### config.mk
export PLATFORM = sky130hd
export DESIGN_NAME = q_update_engine_flat
export DESIGN_NICKNAME = d
export VERILOG_FILES = /design/src/rtl/q_update_engine_if.sv /design/src/rtl/q_update_engine.sv /design/src/flat_wrapper.sv
export SDC_FILE = /design/constraint.sdc
export NUM_CORES = 1
export LEC_CHECK = 0
export CAP_MARGIN = 20
export CORE_MARGIN = 3
export CORE_UTILIZATION = 35
export CTS_BUF_LIST = sky130_fd_sc_hd__clkbuf_16
export CTS_CLUSTER_SIZE = 24
export DETAILED_ROUTE_END_ITERATION = 7
export PLACE_DENSITY = 0.52
export SLEW_MARGIN = 40
export SYNTH_ARGS = -nofsm -noshare
export SYNTH_HDL_FRONTEND = slang
export SYNTH_SLANG_ARGS = --single-unit
### constraint.sdc
create_clock -name clock -period 11.78 [get_ports clock]
set_input_delay 2.356 -clock clock [delete_from_list [all_inputs] [get_ports clock]]
set_output_delay 2.356 -clock clock [all_outputs]
set_load 0.005 [all_outputs]
### src/rtl/q_update_engine_if.sv
// Port bundle for q_update_engine: request/result signals plus the Q-RAM
// read port and the decoder write port.
interface q_update_engine_if;
  logic        start;
  logic [17:0] state;
  logic [17:0] next_state;
  logic [3:0]  action;
  logic        terminal;
  logic [7:0]  reward;
  logic [7:0]  gamma;
  logic [7:0]  alfa;

  logic [3:0]  rd_sel;
  logic [17:0] read_address;
  logic [7:0]  rd_data;

  logic [3:0]  sel;
  logic [17:0] write_address;
  logic [7:0]  d_in;

  logic        busy;
  logic        done;
  logic        err;
  logic [7:0]  Q;
  logic [7:0]  max_q;
  logic [3:0]  best_action;

  modport slave (
    input  start, state, next_state, action, terminal, reward, gamma, alfa,
    input  rd_data,
    output rd_sel, read_address, sel, write_address, d_in,
    output busy, done, err, Q, max_q, best_action
  );

  modport master (
    output start, state, next_state, action, terminal, reward, gamma, alfa,
    output rd_data,
    input  rd_sel, read_address, sel, write_address, d_in,
    input  busy, done, err, Q, max_q, best_action
  );
endinterface

### src/rtl/q_update_engine.sv
// Q-learning update stage: scans Q(next_state, 1..9) for max/argmax, reads
// Q(state, action), computes Q + a*(r + g*maxQ - Q) and writes it back saturated.
module q_update_engine (
  input  logic              clock,
  input  logic              reset_n,
  q_update_engine_if.slave  bus
);

  typedef enum logic [2:0] {IDLE, SCAN, READ_CUR, WAIT_CUR, CALC, WRITE} fsm_t;

  localparam int W = 26;

  fsm_t               fsm;
  logic [3:0]         k;
  logic [3:0]         act;
  logic [3:0]         best;
  logic [17:0]        cur_addr;
  logic               term;
  logic signed [7:0]  rew;
  logic [7:0]         gam;
  logic [7:0]         alf;
  logic signed [7:0]  run_max;
  logic signed [7:0]  q_old;

  logic [3:0]         rd_sel;
  logic [17:0]        read_address;
  logic [3:0]         sel;
  logic [17:0]        write_address;
  logic [7:0]         d_in;
  logic               busy;
  logic               done;
  logic               err;
  logic [7:0]         q_out;
  logic [7:0]         max_q;
  logic [3:0]         best_action;

  // One wide signed datapath; every intermediate fits, so the result equals the
  // narrow 9/10/11-bit formulation while floor-shifts stay exact.
  logic signed [W-1:0] g_prod;
  logic signed [W-1:0] g_sh;
  logic signed [W-1:0] target;
  logic signed [W-1:0] td;
  logic signed [W-1:0] d_prod;
  logic signed [W-1:0] d_sh;
  logic signed [W-1:0] q_sum;
  logic signed [W-1:0] q_old_ext;
  logic [7:0]          q_new;
  logic signed [7:0]   rd_val;

  assign rd_val    = $signed(bus.rd_data);
  assign q_old_ext = $signed({{18{q_old[7]}}, q_old});
  assign g_prod    = $signed({18'd0, gam}) * $signed({{18{run_max[7]}}, run_max});
  assign g_sh      = g_prod >>> 8;
  assign target    = g_sh + $signed({{18{rew[7]}}, rew});
  assign td        = target - q_old_ext;
  assign d_prod    = $signed({18'd0, alf}) * td;
  assign d_sh      = d_prod >>> 8;
  assign q_sum     = d_sh + q_old_ext;

  always_comb begin
    q_new = q_sum[7:0];
    if (q_sum > 26'sd127)
      q_new = 8'h7f;
    else if (q_sum < -26'sd128)
      q_new = 8'h80;
  end

  always_ff @(posedge clock or negedge reset_n) begin
    if (!reset_n) begin
      fsm           <= IDLE;
      k             <= 4'd0;
      act           <= 4'd0;
      best          <= 4'd0;
      cur_addr      <= 18'd0;
      term          <= 1'b0;
      rew           <= 8'sd0;
      gam           <= 8'd0;
      alf           <= 8'd0;
      run_max       <= 8'sd0;
      q_old         <= 8'sd0;
      rd_sel        <= 4'd0;
      read_address  <= 18'd0;
      sel           <= 4'd0;
      write_address <= 18'd0;
      d_in          <= 8'd0;
      busy          <= 1'b0;
      done          <= 1'b0;
      err           <= 1'b0;
      q_out         <= 8'd0;
      max_q         <= 8'd0;
      best_action   <= 4'd0;
    end else begin
      case (fsm)
        IDLE: begin
          done <= 1'b0;
          err  <= 1'b0;
          if (bus.start) begin
            act      <= bus.action;
            cur_addr <= bus.state;
            term     <= bus.terminal;
            rew      <= $signed(bus.reward);
            gam      <= bus.gamma;
            alf      <= bus.alfa;
            if (bus.action == 4'd0 || bus.action > 4'd9) begin
              done <= 1'b1;
              err  <= 1'b1;
            end else if (bus.terminal) begin
              fsm          <= READ_CUR;
              busy         <= 1'b1;
              rd_sel       <= bus.action;
              read_address <= bus.state;
              run_max      <= 8'sd0;
              best         <= 4'd0;
            end else begin
              fsm          <= SCAN;
              busy         <= 1'b1;
              k            <= 4'd1;
              rd_sel       <= 4'd1;
              read_address <= bus.next_state;
              run_max      <= -8'sd128;
              best         <= 4'd0;
            end
          end
        end

        SCAN: begin
          // Data arriving now belongs to read k-1; strict > keeps the lowest index on ties.
          if (k != 4'd1 && rd_val > run_max) begin
            run_max <= rd_val;
            best    <= k - 4'd1;
          end
          if (k == 4'd9) begin
            fsm          <= READ_CUR;
            rd_sel       <= act;
            read_address <= cur_addr;
          end else begin
            k      <= k + 4'd1;
            rd_sel <= k + 4'd1;
          end
        end

        READ_CUR: begin
          if (!term && rd_val > run_max) begin
            run_max <= rd_val;
            best    <= 4'd9;
          end
          rd_sel <= 4'd0;
          fsm    <= WAIT_CUR;
        end

        WAIT_CUR: begin
          q_old <= rd_val;
          fsm   <= CALC;
        end

        CALC: begin
          sel           <= act;
          write_address <= cur_addr;
          d_in          <= q_new;
          done          <= 1'b1;
          q_out         <= q_new;
          max_q         <= run_max;
          best_action   <= best;
          fsm           <= WRITE;
        end

        WRITE: begin
          sel  <= 4'd0;
          done <= 1'b0;
          busy <= 1'b0;
          fsm  <= IDLE;
        end

        default: fsm <= IDLE;
      endcase
    end
  end

  assign bus.rd_sel        = rd_sel;
  assign bus.read_address  = read_address;
  assign bus.sel           = sel;
  assign bus.write_address = write_address;
  assign bus.d_in          = d_in;
  assign bus.busy          = busy;
  assign bus.done          = done;
  assign bus.err           = err;
  assign bus.Q             = q_out;
  assign bus.max_q         = max_q;
  assign bus.best_action   = best_action;

endmodule

### src/flat_wrapper.sv
// flat-port wrapper written by rule: the top's interface ports become plain ports
module q_update_engine_flat 
  (clock, reset_n, bus_start, bus_state, bus_next_state, bus_action, bus_terminal, bus_reward, bus_gamma, bus_alfa, bus_rd_data, bus_rd_sel, bus_read_address, bus_sel, bus_write_address, bus_d_in, bus_busy, bus_done, bus_err, bus_Q, bus_max_q, bus_best_action);
  q_update_engine_if bus_i ();
  input  logic clock;
  input  logic reset_n;
  input wire logic [$bits(bus_i.start)-1:0] bus_start;
  input wire logic [$bits(bus_i.state)-1:0] bus_state;
  input wire logic [$bits(bus_i.next_state)-1:0] bus_next_state;
  input wire logic [$bits(bus_i.action)-1:0] bus_action;
  input wire logic [$bits(bus_i.terminal)-1:0] bus_terminal;
  input wire logic [$bits(bus_i.reward)-1:0] bus_reward;
  input wire logic [$bits(bus_i.gamma)-1:0] bus_gamma;
  input wire logic [$bits(bus_i.alfa)-1:0] bus_alfa;
  input wire logic [$bits(bus_i.rd_data)-1:0] bus_rd_data;
  output wire logic [$bits(bus_i.rd_sel)-1:0] bus_rd_sel;
  output wire logic [$bits(bus_i.read_address)-1:0] bus_read_address;
  output wire logic [$bits(bus_i.sel)-1:0] bus_sel;
  output wire logic [$bits(bus_i.write_address)-1:0] bus_write_address;
  output wire logic [$bits(bus_i.d_in)-1:0] bus_d_in;
  output wire logic [$bits(bus_i.busy)-1:0] bus_busy;
  output wire logic [$bits(bus_i.done)-1:0] bus_done;
  output wire logic [$bits(bus_i.err)-1:0] bus_err;
  output wire logic [$bits(bus_i.Q)-1:0] bus_Q;
  output wire logic [$bits(bus_i.max_q)-1:0] bus_max_q;
  output wire logic [$bits(bus_i.best_action)-1:0] bus_best_action;
  assign bus_i.start = bus_start;
  assign bus_i.state = bus_state;
  assign bus_i.next_state = bus_next_state;
  assign bus_i.action = bus_action;
  assign bus_i.terminal = bus_terminal;
  assign bus_i.reward = bus_reward;
  assign bus_i.gamma = bus_gamma;
  assign bus_i.alfa = bus_alfa;
  assign bus_i.rd_data = bus_rd_data;
  assign bus_rd_sel = bus_i.rd_sel;
  assign bus_read_address = bus_i.read_address;
  assign bus_sel = bus_i.sel;
  assign bus_write_address = bus_i.write_address;
  assign bus_d_in = bus_i.d_in;
  assign bus_busy = bus_i.busy;
  assign bus_done = bus_i.done;
  assign bus_err = bus_i.err;
  assign bus_Q = bus_i.Q;
  assign bus_max_q = bus_i.max_q;
  assign bus_best_action = bus_i.best_action;
  q_update_engine u_core (.clock(clock), .reset_n(reset_n), .bus(bus_i));
endmodule
; ---- Yosys cells after proc, flatten, opt, wreduce, memory -nomap -nowiden
; Index checks and enable logic that the tools add are counted.
; W data, S select, Z words.
[word_totals]
reg_bits = 141
in_bits = 76
[op_classes]
muxes = 40
n_reduce_logical = 18
add_sub_neg = 5
n_lt_le_gt_ge = 4
n_eq_ne = 14
mul = 2
[ops]
columns = op, count
row1 = $mux W18, 4
row2 = $mux W8, 7
row3 = $mux W4, 12
row4 = $pmux W18 S2, 1
row5 = $gt A26 B8 Y1 const B, 1
row6 = $lt A26 B8 Y1 const B, 1
row7 = $mul A9 B26 Y26, 1
row8 = $pmux W4 S3, 2
row9 = $pmux W8 S3, 1
row10 = $add A18 B8 Y19, 1
row11 = $mul A9 B8 Y17, 1
row12 = $pmux W4 S2, 2
row13 = $pmux W3 S5, 1
row14 = $sub A10 B8 Y11, 1
row15 = $add A9 B8 Y10, 1
row16 = $reduce_and A5 Y1, 2
row17 = $mux W3, 3
row18 = $reduce_and A3 Y1, 3
row19 = $gt A8 B8 Y1, 1
row20 = $ne A2 B2 Y1 const B, 4
row21 = $eq A3 B2 Y1 const B, 2
row22 = $eq A3 B3 Y1 const B, 2
row23 = $ne A2 B1 Y1 const B, 3
row24 = $reduce_bool A2 Y1, 3
row25 = other kinds (18), 23

; ---- Depth between registers and ports, before layout
; Gate-level depths: netlist of run 1.
[depth]
ltp_word = 8
mapped_depth = 55

; ---- Worst setup path after synthesis of run 1
; OpenSTA, ideal clock, no wires.
[synth_path]
kind = reg2reg
from = reg u_core.run_max[7]
to = reg u_core.d_in[7] (netlist: u_core.bus.d_in[7])
path_buffers = 1
setup_slack_ps = -584
arrival_time_ps = 12213
synth_period_minus_slack_ps = 12364
path_stages_with_launch = 50
path_cell_list = dfrtp_1 > clkinv_1 > nor2_1 > fa_1 > fa_1 > fa_1 > fa_1 > ha_1 > nand2_1 > o21ai_0 > nor2_1 > xor2_1 > fa_1 > inv_1 > fa_1 > a21o_1 > a21oi_1 > o21bai_1 > [... 14 more ...] > ha_1 > o2111a_1 > a221o_1 > nor2_1 > nor2b_1 > o21a_1 > o21a_1 > nor2_1 > xnor2_1 > ha_1 > o21a_1 > or2_4 > a41o_4 > a221oi_4 > o31ai_1 > or4_4 > o41ai_4 > a211oi_1
[synth_between]
elab_chain_len = 8
word_cells_on_any_way = 9
cone_classes = add/sub (3) / mul (2) / order compare (2) / mux (2)
[synth_rtl]
columns = element, line_no
row1 = "start, declared", q_update_engine.sv:22  ; logic signed [7:0] run_max;
row2 = "start signal, assigned", q_update_engine.sv:120  ; run_max <= -8'sd128;
row3 = "start signal, assigned", q_update_engine.sv:129  ; run_max <= rd_val;
row4 = "start signal, assigned", q_update_engine.sv:144  ; run_max <= rd_val;
row5 = $mul A9 B8 Y17 *, q_update_engine.sv:52  ; assign g_prod = $signed({18'd0, gam}) * $signed({{18{run_max[7]}}, run_max});
row6 = $add A9 B8 Y10 *, q_update_engine.sv:54  ; assign target = g_sh + $signed({{18{rew[7]}}, rew});
row7 = $sub A10 B8 Y11 *, q_update_engine.sv:55  ; assign td = target - q_old_ext;
row8 = $mul A9 B26 Y26 *, q_update_engine.sv:56  ; assign d_prod = $signed({18'd0, alf}) * td;
row9 = $add A18 B8 Y19 *, q_update_engine.sv:58  ; assign q_sum = d_sh + q_old_ext;
row10 = $lt A26 B8 Y1, q_update_engine.sv:64  ; else if (q_sum < -26'sd128)
row11 = $mux W8, q_update_engine.sv:64
row12 = $mux W8 *, q_update_engine.sv:62  ; if (q_sum > 26'sd127)
row13 = "end signal, assigned", q_update_engine.sv:159  ; d_in <= q_new;
row14 = "end, declared", q_update_engine.sv:29  ; logic [7:0] d_in;
; Mark *: on every way between the ends. The rest lies on a longest branch, timed or not.
; A chain may end at the register's enable or synchronous reset.

; ---- Worst setup path in the final report of run 1
[layout_path]
from = reg u_core.gam[6]
to = reg u_core.d_in[0] (netlist: u_core.bus.d_in[0])
[layout_between]
elab_chain_len = 8
word_cells_on_any_way = 9
cone_classes = add/sub (3) / mul (2) / order compare (2) / mux (2)
[layout_rtl]
columns = element, line_no
row1 = "start, declared", q_update_engine.sv:20  ; logic [7:0] gam;
row2 = "start signal, assigned", q_update_engine.sv:102  ; gam <= bus.gamma;
row3 = $mul A9 B8 Y17 *, q_update_engine.sv:52
row4 = $add A9 B8 Y10 *, q_update_engine.sv:54
row5 = $sub A10 B8 Y11 *, q_update_engine.sv:55
row6 = $mul A9 B26 Y26 *, q_update_engine.sv:56
row7 = $add A18 B8 Y19 *, q_update_engine.sv:58
row8 = $lt A26 B8 Y1, q_update_engine.sv:64
row9 = $mux W8, q_update_engine.sv:64
row10 = $mux W8 *, q_update_engine.sv:62
; Marked as above.

==> flow_metrics.tcl, run 1 <==
set metrics [dict create \
    floorplan.die_area_mm2 0.03930 \
    dr.pass1.iters 5 \
    ant_nets 0 \
    synthMuxAreaShare_pct 7.264 \
    avgRoutedWirePerCell_um 16.02 \
    final.setup.tns_ns -1.477 \
    avgSynthCellArea_um2 9.421 \
    path_clk_slew_ns 0.06 \
    synth_top_family_by_area "adder cells" \
    antenna_found_initial 2 \
    io_buffer_count 150 \
    synth.top_cells.by_area "dfrtp_1 (27%), fa_1 (17%), ha_1 (12%)" \
    grt_max_degree 82 \
    cts_tree "built" \
    worst_pin_slew_ns 0.6974 \
    cp_slowest_cell "fa_1" \
    layout_min_cycle_time_ns 11.98 \
    yosys_warnings 0 \
    post-route-util_pct 47.70 \
    place_area_mm2 0.01582 \
    nets 1960 \
    cp_max_fo 8 \
    dr.first_iter.drc_count 381 \
    yosysTopAreaCellShare_pct 27.28 \
    critical_path_class "flop to flop" \
    crit_path_frequent_cell "fa_1" \
    crit_required_ns 12.14 \
    ctsHoldBuffers 0 \
    area_delta_synth_final_pct 32.75 \
    synthesis.area_mm2 0.01293 \
    setup_ws_ns -0.1959 \
    synthAdderAreaFrac_pct 29.87 \
    synthTopCellsByCount "nand2_1 (187), inv_1 (169), dfrtp_1 (141)" \
    drt-total-wl_um 33910 \
    synthSimpleGateAreaFrac_pct 15.89 \
    synth_cells 1373 \
    row_count 69 \
    final-setup-viol-count 8 \
    hpwl_um 25990 \
    grt_usage_pct 17.87 \
    setup.worst_path.start_class "flop" \
    critPathMaxStageDelay_ns 0.56 \
    hold_viol_final 0 \
    cts_buffers 17 \
    synthXorXnorAreaFrac_pct 3.115 \
    ios 151 \
    grt_pass1_wl_um 55740 \
    synth_area_leader_cell "dfrtp_1" \
    grt_overflow_total 0 \
    violations "setup timing" \
    synth_flop_cell "dfrtp_1" \
    place_congestion 0.8223 \
    drive_gt1_share_pct 21.20 \
    vias_per_cell 4.838 \
    max-slew-margin-rel_pct 53.51 \
    antenna_cells 0 \
    synthArstFlopShare_pct 100.0 \
    synth.distinct_cells 61 \
    numClockSinks 141 \
    clock_path_buffers 2 \
    status "complete, but fails checks" \
    synth-seq-cells 141 \
    pre_cts_ws_ns -0.5039 \
    via_count 10240 \
    synth_edf_count 0 \
    fin_crit_sh_pct 101.7 \
    cp-end-kind "flop" \
    synth_fp_nets 1690 \
    slew_viol_final 0 \
    drc_errors 0 \
    rsz0062_at_grt "true" \
    htreeDepth 4 \
    cap_violations 0 \
    skew_ns 0.009682 \
    worstSkewPairLatency_ns 0.43 \
    die_width_um 198.2 \
    fin_area_mm2 0.01717 \
    arrival_ns 12.34 \
    core_area_mm2 0.03600 \
    ys_seq_area_share_pct 27.28 \
    hold_class "flop to flop" \
    max_freq_mhz 83.50 \
    die_y_um 198.2 \
    initial_core_util_pct 35.93 \
    yosysMostFrequentCell "nand2_1" \
    clock-root-buffer "clkbuf_16" \
    grt_pass1_vias 10550 \
    synth-compound-area-share_pct 9.963 \
]
==> layer usage <==
layer	wire, µm	track usage, %	part of all wire [%]	vias to the layer above
met5	31	0	0.091	-
met4	456	3.644	1.3	4
met3	1890	4.764	5.6	31
met2	15620	28.10	46	187
met1	15910	24.95	47	4976
li1	-	-	-	5044
==> cell families (layout without fill, tap and decap cells) <==
logic type / Yosys count / in the layout
buffers and inverters: 220 / 503
multiplexers: 87 / 87
AND/OR/NAND/NOR: 439 / 439
flip-flops: 141 / 141
XOR/XNOR: 46 / 46
AO/OA/AOI/OAI: 199 / 199
adder cells (fa/ha/maj): 241 / 241
==> repair_timing <==
item | 4_1_cts | 5_1_grt
hold endpoints to repair | 0 | 0
gates resized for setup | 64 | 48
cloned | 0 | 0
buffers inserted | 12 | 16
pin swaps | 49 | 60
endpoints found under the setup margin | 8 | 8
==> worst paths after layout <==
kind	slack [ns]	cells past startpoint	from	end
worst max-delay path	-0.20	46	u_core.gam[6]	u_core.bus.d_in[0]
worst min-delay path	0.47	2	u_core.bus.write_address[16]	u_core.bus.write_address[16]
worst max register to register	-0.20	46	u_core.gam[6]	u_core.bus.d_in[0]
worst min register to register	0.47	2	u_core.bus.write_address[16]	u_core.bus.write_address[16]
max in group asynchronous	8.72	2	reset_n	u_core.gam[2]
min in group asynchronous	1.93	1	reset_n	u_core.bus.write_address[6]
==> registers in the layout, indices dropped and copies added (netlist names) <==
signal                    count
u_core.bus.read_address      18
u_core.bus.write_address     18
u_core.cur_addr              18
u_core.alf                    8
u_core.bus.d_in               8
u_core.bus.max_q              8
u_core.gam                    8
u_core.q_old                  8
u_core.rew                    8
u_core.run_max                8
u_core.act                    4
u_core.best                   4
u_core.bus.best_action        4
u_core.bus.rd_sel             4
u_core.bus.sel                4
u_core.k                      4
u_core.fsm                    3
u_core.bus.busy               1
u_core.bus.done               1
u_core.bus.err                1
u_core.term                   1
==> placed cells by master, fill, tap and decap left out, drive strengths merged, types with 64 or more instances in the layout <==
cell           instances
nand2                187
inv                  176
buf                  151
clkdlybuf4s50        149
dfrtp                141
ha                   128
fa                   113
and2                  89
nor2                  83
o21ai                 64
==> metrics by stage <==
step                hold WS, ns  instances
floorplan                0.4331       1373
CTS                      0.4778       2100
global placement         0.4583       2056
detailed placement       0.4553       2056
finish                   0.4738       2117
global route             0.5002       2117
==> critical path, delay by kind of cell, from the launching register on <==
family	cells	cell delay, ns
fa+ha+maj	13	5.38
compound gates	15	3.32
simple gates	8	1.68
buf+inv	9	0.91
flops	1	0.42
xor+xnor	1	0.20
==> cell type report <==
type	count	area (µm²)
Clock inverter	15	161.4
Clock buffer	17	425.4
Multi-Input combinational cell	1012	9136
Sequential cell	141	3537
Tap cell	461	576.8
Fill cell	3428	18830
Timing Repair Buffer	301	2691
Inverter	170	643.1
Power of run 1 is left out: the tool's default activity adds up to more than one toggle a clock period on the data nets, which glitch-free logic cannot reach.
==> inputs of run 2 (changes only) <==
ABC_AREA = 1   (was unset)
==> flow_metrics.tcl, run 2 <==
set metrics [dict create \
    reg.largest.list "u_core.bus.read_address x18, u_core.bus.write_address x18, u_core.cur_addr x18" \
    layout_min_cycle_time_ns 11.14 \
    ant_nets 0 \
    drt-total-wl_um 38970 \
    synth.top_cells.by_area "dfrtp_1 (26%), fa_1 (16%), ha_1 (12%)" \
    cts_buffers 17 \
    cap_violations 0 \
    io_buffer_count 150 \
    synth_cells 1790 \
    grt_pass1_wl_um 63340 \
    vias_per_cell 4.734 \
    cp-end-kind "flop" \
    htreeDepth 4 \
    drive_gt1_share_pct 13.49 \
    cp_num_buf_inv 11 \
    synthesis.area_mm2 0.01381 \
    grt_usage_pct 18.97 \
    grt_pass1_vias 12150 \
    crit_family "adder cells" \
    yosys_warnings 0 \
    final_common_cell "nand2_1" \
    max-slew-margin-rel_pct 47.88 \
    ys_seq_area_share_pct 25.55 \
    slew_viol_final 0 \
    avgSynthCellArea_um2 7.714 \
    skew_ns 0.009107 \
    synth_fp_nets 2107 \
    finalNonFillerCells 2483 \
    setup.worst_path.start_class "flop" \
    synth-seq-cells 141 \
    synth.distinct_cells 50 \
    die_y_um 204.6 \
    synth_area_leader_cell "dfrtp_1" \
    final-setup-viol-count 0 \
    worstSkewPairLatency_ns 0.44 \
    antenna_found_initial 0 \
    ios 151 \
    crit_required_ns 12.11 \
    numClockSinks 141 \
    yosysTopAreaCellShare_pct 25.55 \
    place_congestion 0.8806 \
    grt_overflow_total 0 \
    floorplan.die_area_mm2 0.04187 \
    synthArstFlopShare_pct 100.0 \
    initial_core_util_pct 35.56 \
    dr.pass1.iters 4 \
    row_count 72 \
    yosysMostFrequentCell "nand2_1" \
    antenna_cells 0 \
    arrival_ns 11.47 \
    synth_edf_count 0 \
    critical_path_class "flop to flop" \
    cts_tree "built" \
    critPathMaxStageDelay_ns 0.62 \
    hold_class "flop to flop" \
    path_clk_slew_ns 0.06 \
    worst_pin_slew_ns 0.7770 \
    dr.first_iter.drc_count 484 \
    drc_errors 0 \
    area_delta_synth_final_pct 25.51 \
    clock_path_buffers 2 \
    nets 2270 \
    hpwl_um 30040 \
    fin_crit_sh_pct 94.55 \
    whs_ns 0.4760 \
    place_inst 2410 \
    status "finished clean" \
    synth_flop_cell "dfrtp_1" \
    core_area_mm2 0.03883 \
    clock-root-buffer "clkbuf_16" \
    hold_viol_final 0 \
    cp_max_fo 7 \
    cp_slowest_cell "fa_2" \
    crit_path_frequent_cell "nand2_1" \
    die_width_um 204.6 \
    avgRoutedWirePerCell_um 15.69 \
    mostFrequentLayoutCells "nand2_1 (404), inv_1 (343), clkdlybuf4s50_1 (149), nor2_1 (130), dfrtp_1 (130)" \
    synthTopCellsByCount "nand2_1 (424), inv_1 (346), dfrtp_1 (141)" \
    via_count 11760 \
    grt_max_degree 82 \
    max_freq_mhz 89.78 \
]
-- run 2: cell types whose count changed in the layout (fill, tap and decap cells not counted), moves of 13 or more --
cell	delta
a21oi_1	+29
a31oi_1	+13
and2_1	-79
buf_4	-89
inv_1	+184
mux2_2	-42
mux2i_1	-32
nand2_1	+223
nand2_2	+14
nand3_1	+32
nor2_1	+55
o211ai_1	+14
or2_2	+24
xnor2_1	-13
-- run 2: cell type report --
cell class	instances	area, µm²
fillers	3859	21500
clock inverters	14	145.1
clock buffers	17	425.4
well taps	518	648.1
multi-input cells	1226	9266
flip-flops and latches	141	3542
inverters	362	1369
repair buffers	205	1934
-- run 2: worst register-to-register path, delay by kind of cell, from the launching register on --
family | cells | cell delay, ns
buffers and inverters | 11 | 0.89
XOR/XNOR | 2 | 0.34
AND/OR/NAND/NOR | 23 | 2.11
adder cells (fa/ha/maj) | 13 | 5.89
flip-flops | 1 | 0.42
AO/OA/AOI/OAI | 9 | 1.36
-- run 2: per-layer routing --
metal	share of wire (%)	GRT usage, %	vias to the layer above	wire [µm]
met3	5.0	4.243	36	1946
met1	47	25.76	5601	18480
met4	1.5	5.087	0	595
met5	0	0	-	0
li1	-	-	5885	-
met2	46	30.58	233	17950
-- run 2: per-stage QoR --
step           utilization, %  cell area, µm²  setup TNS (ns)  setup slack, ns
5_1_grt                 44.63           17330         -0.4847          -0.1011
6_report                44.63           17330               0           0.6417
3_3_place_gp            40.58           15760               0          0.05423
2_1_floorplan               -           13810               0           0.8333
3_5_place_dp            40.67           15790         -0.3318         -0.05859
4_1_cts                 42.18           16380               0          0.05276
-- run 2: cell families after synthesis --
| logic type | count (synthesis) | share of synthesized area (%) |
|---|---|---|
| and+or+nand+nor | 688 | 20.62 |
| muxes | 13 | 1.060 |
| AOI/OAI and AO/OA | 249 | 10.57 |
| adders and majority gates | 241 | 27.98 |
| buffers and inverters | 423 | 11.99 |
| xor gates and xnor gates | 35 | 2.220 |
| DFF | 141 | 25.55 |
-- run 2: what timing repair did --
action | 4_1_cts | 5_1_grt
hold buffers | 0 | 0
pin swaps | 1 | 60
resized for setup | 3 | 144
setup buffers | 0 | 42
endpoints found under the setup margin | 7 | 8
-- run 2: path summary, 6_finish.rpt --
| check | startpoint | endpoint | slack (ns) | depth (start not counted) |
|---|---|---|---|---|
| min in group asynchronous | reset_n | u_core.bus.write_address[7] | 1.82 | 1 |
| hold / removal | u_core.bus.best_action[2] | u_core.bus.best_action[2] | 0.48 | 2 |
| max in group asynchronous | reset_n | u_core.run_max[1] | 8.37 | 3 |
| setup reg to reg | u_core.gam[0] | u_core.bus.d_in[3] | 0.64 | 58 |
| hold reg to reg | u_core.bus.best_action[2] | u_core.bus.best_action[2] | 0.48 | 2 |
| setup / recovery | u_core.gam[0] | u_core.bus.d_in[3] | 0.64 | 58 |
Power of run 2 is left out for the same reason.
==> inputs of run 3 (changes only) <==
HOLD_SLACK_MARGIN = 0.05   (was unset)
==> results of run 3 <==
Final layout, timing and power as in run 2 (identical DEF).
Power of run 3 is left out for the same reason.
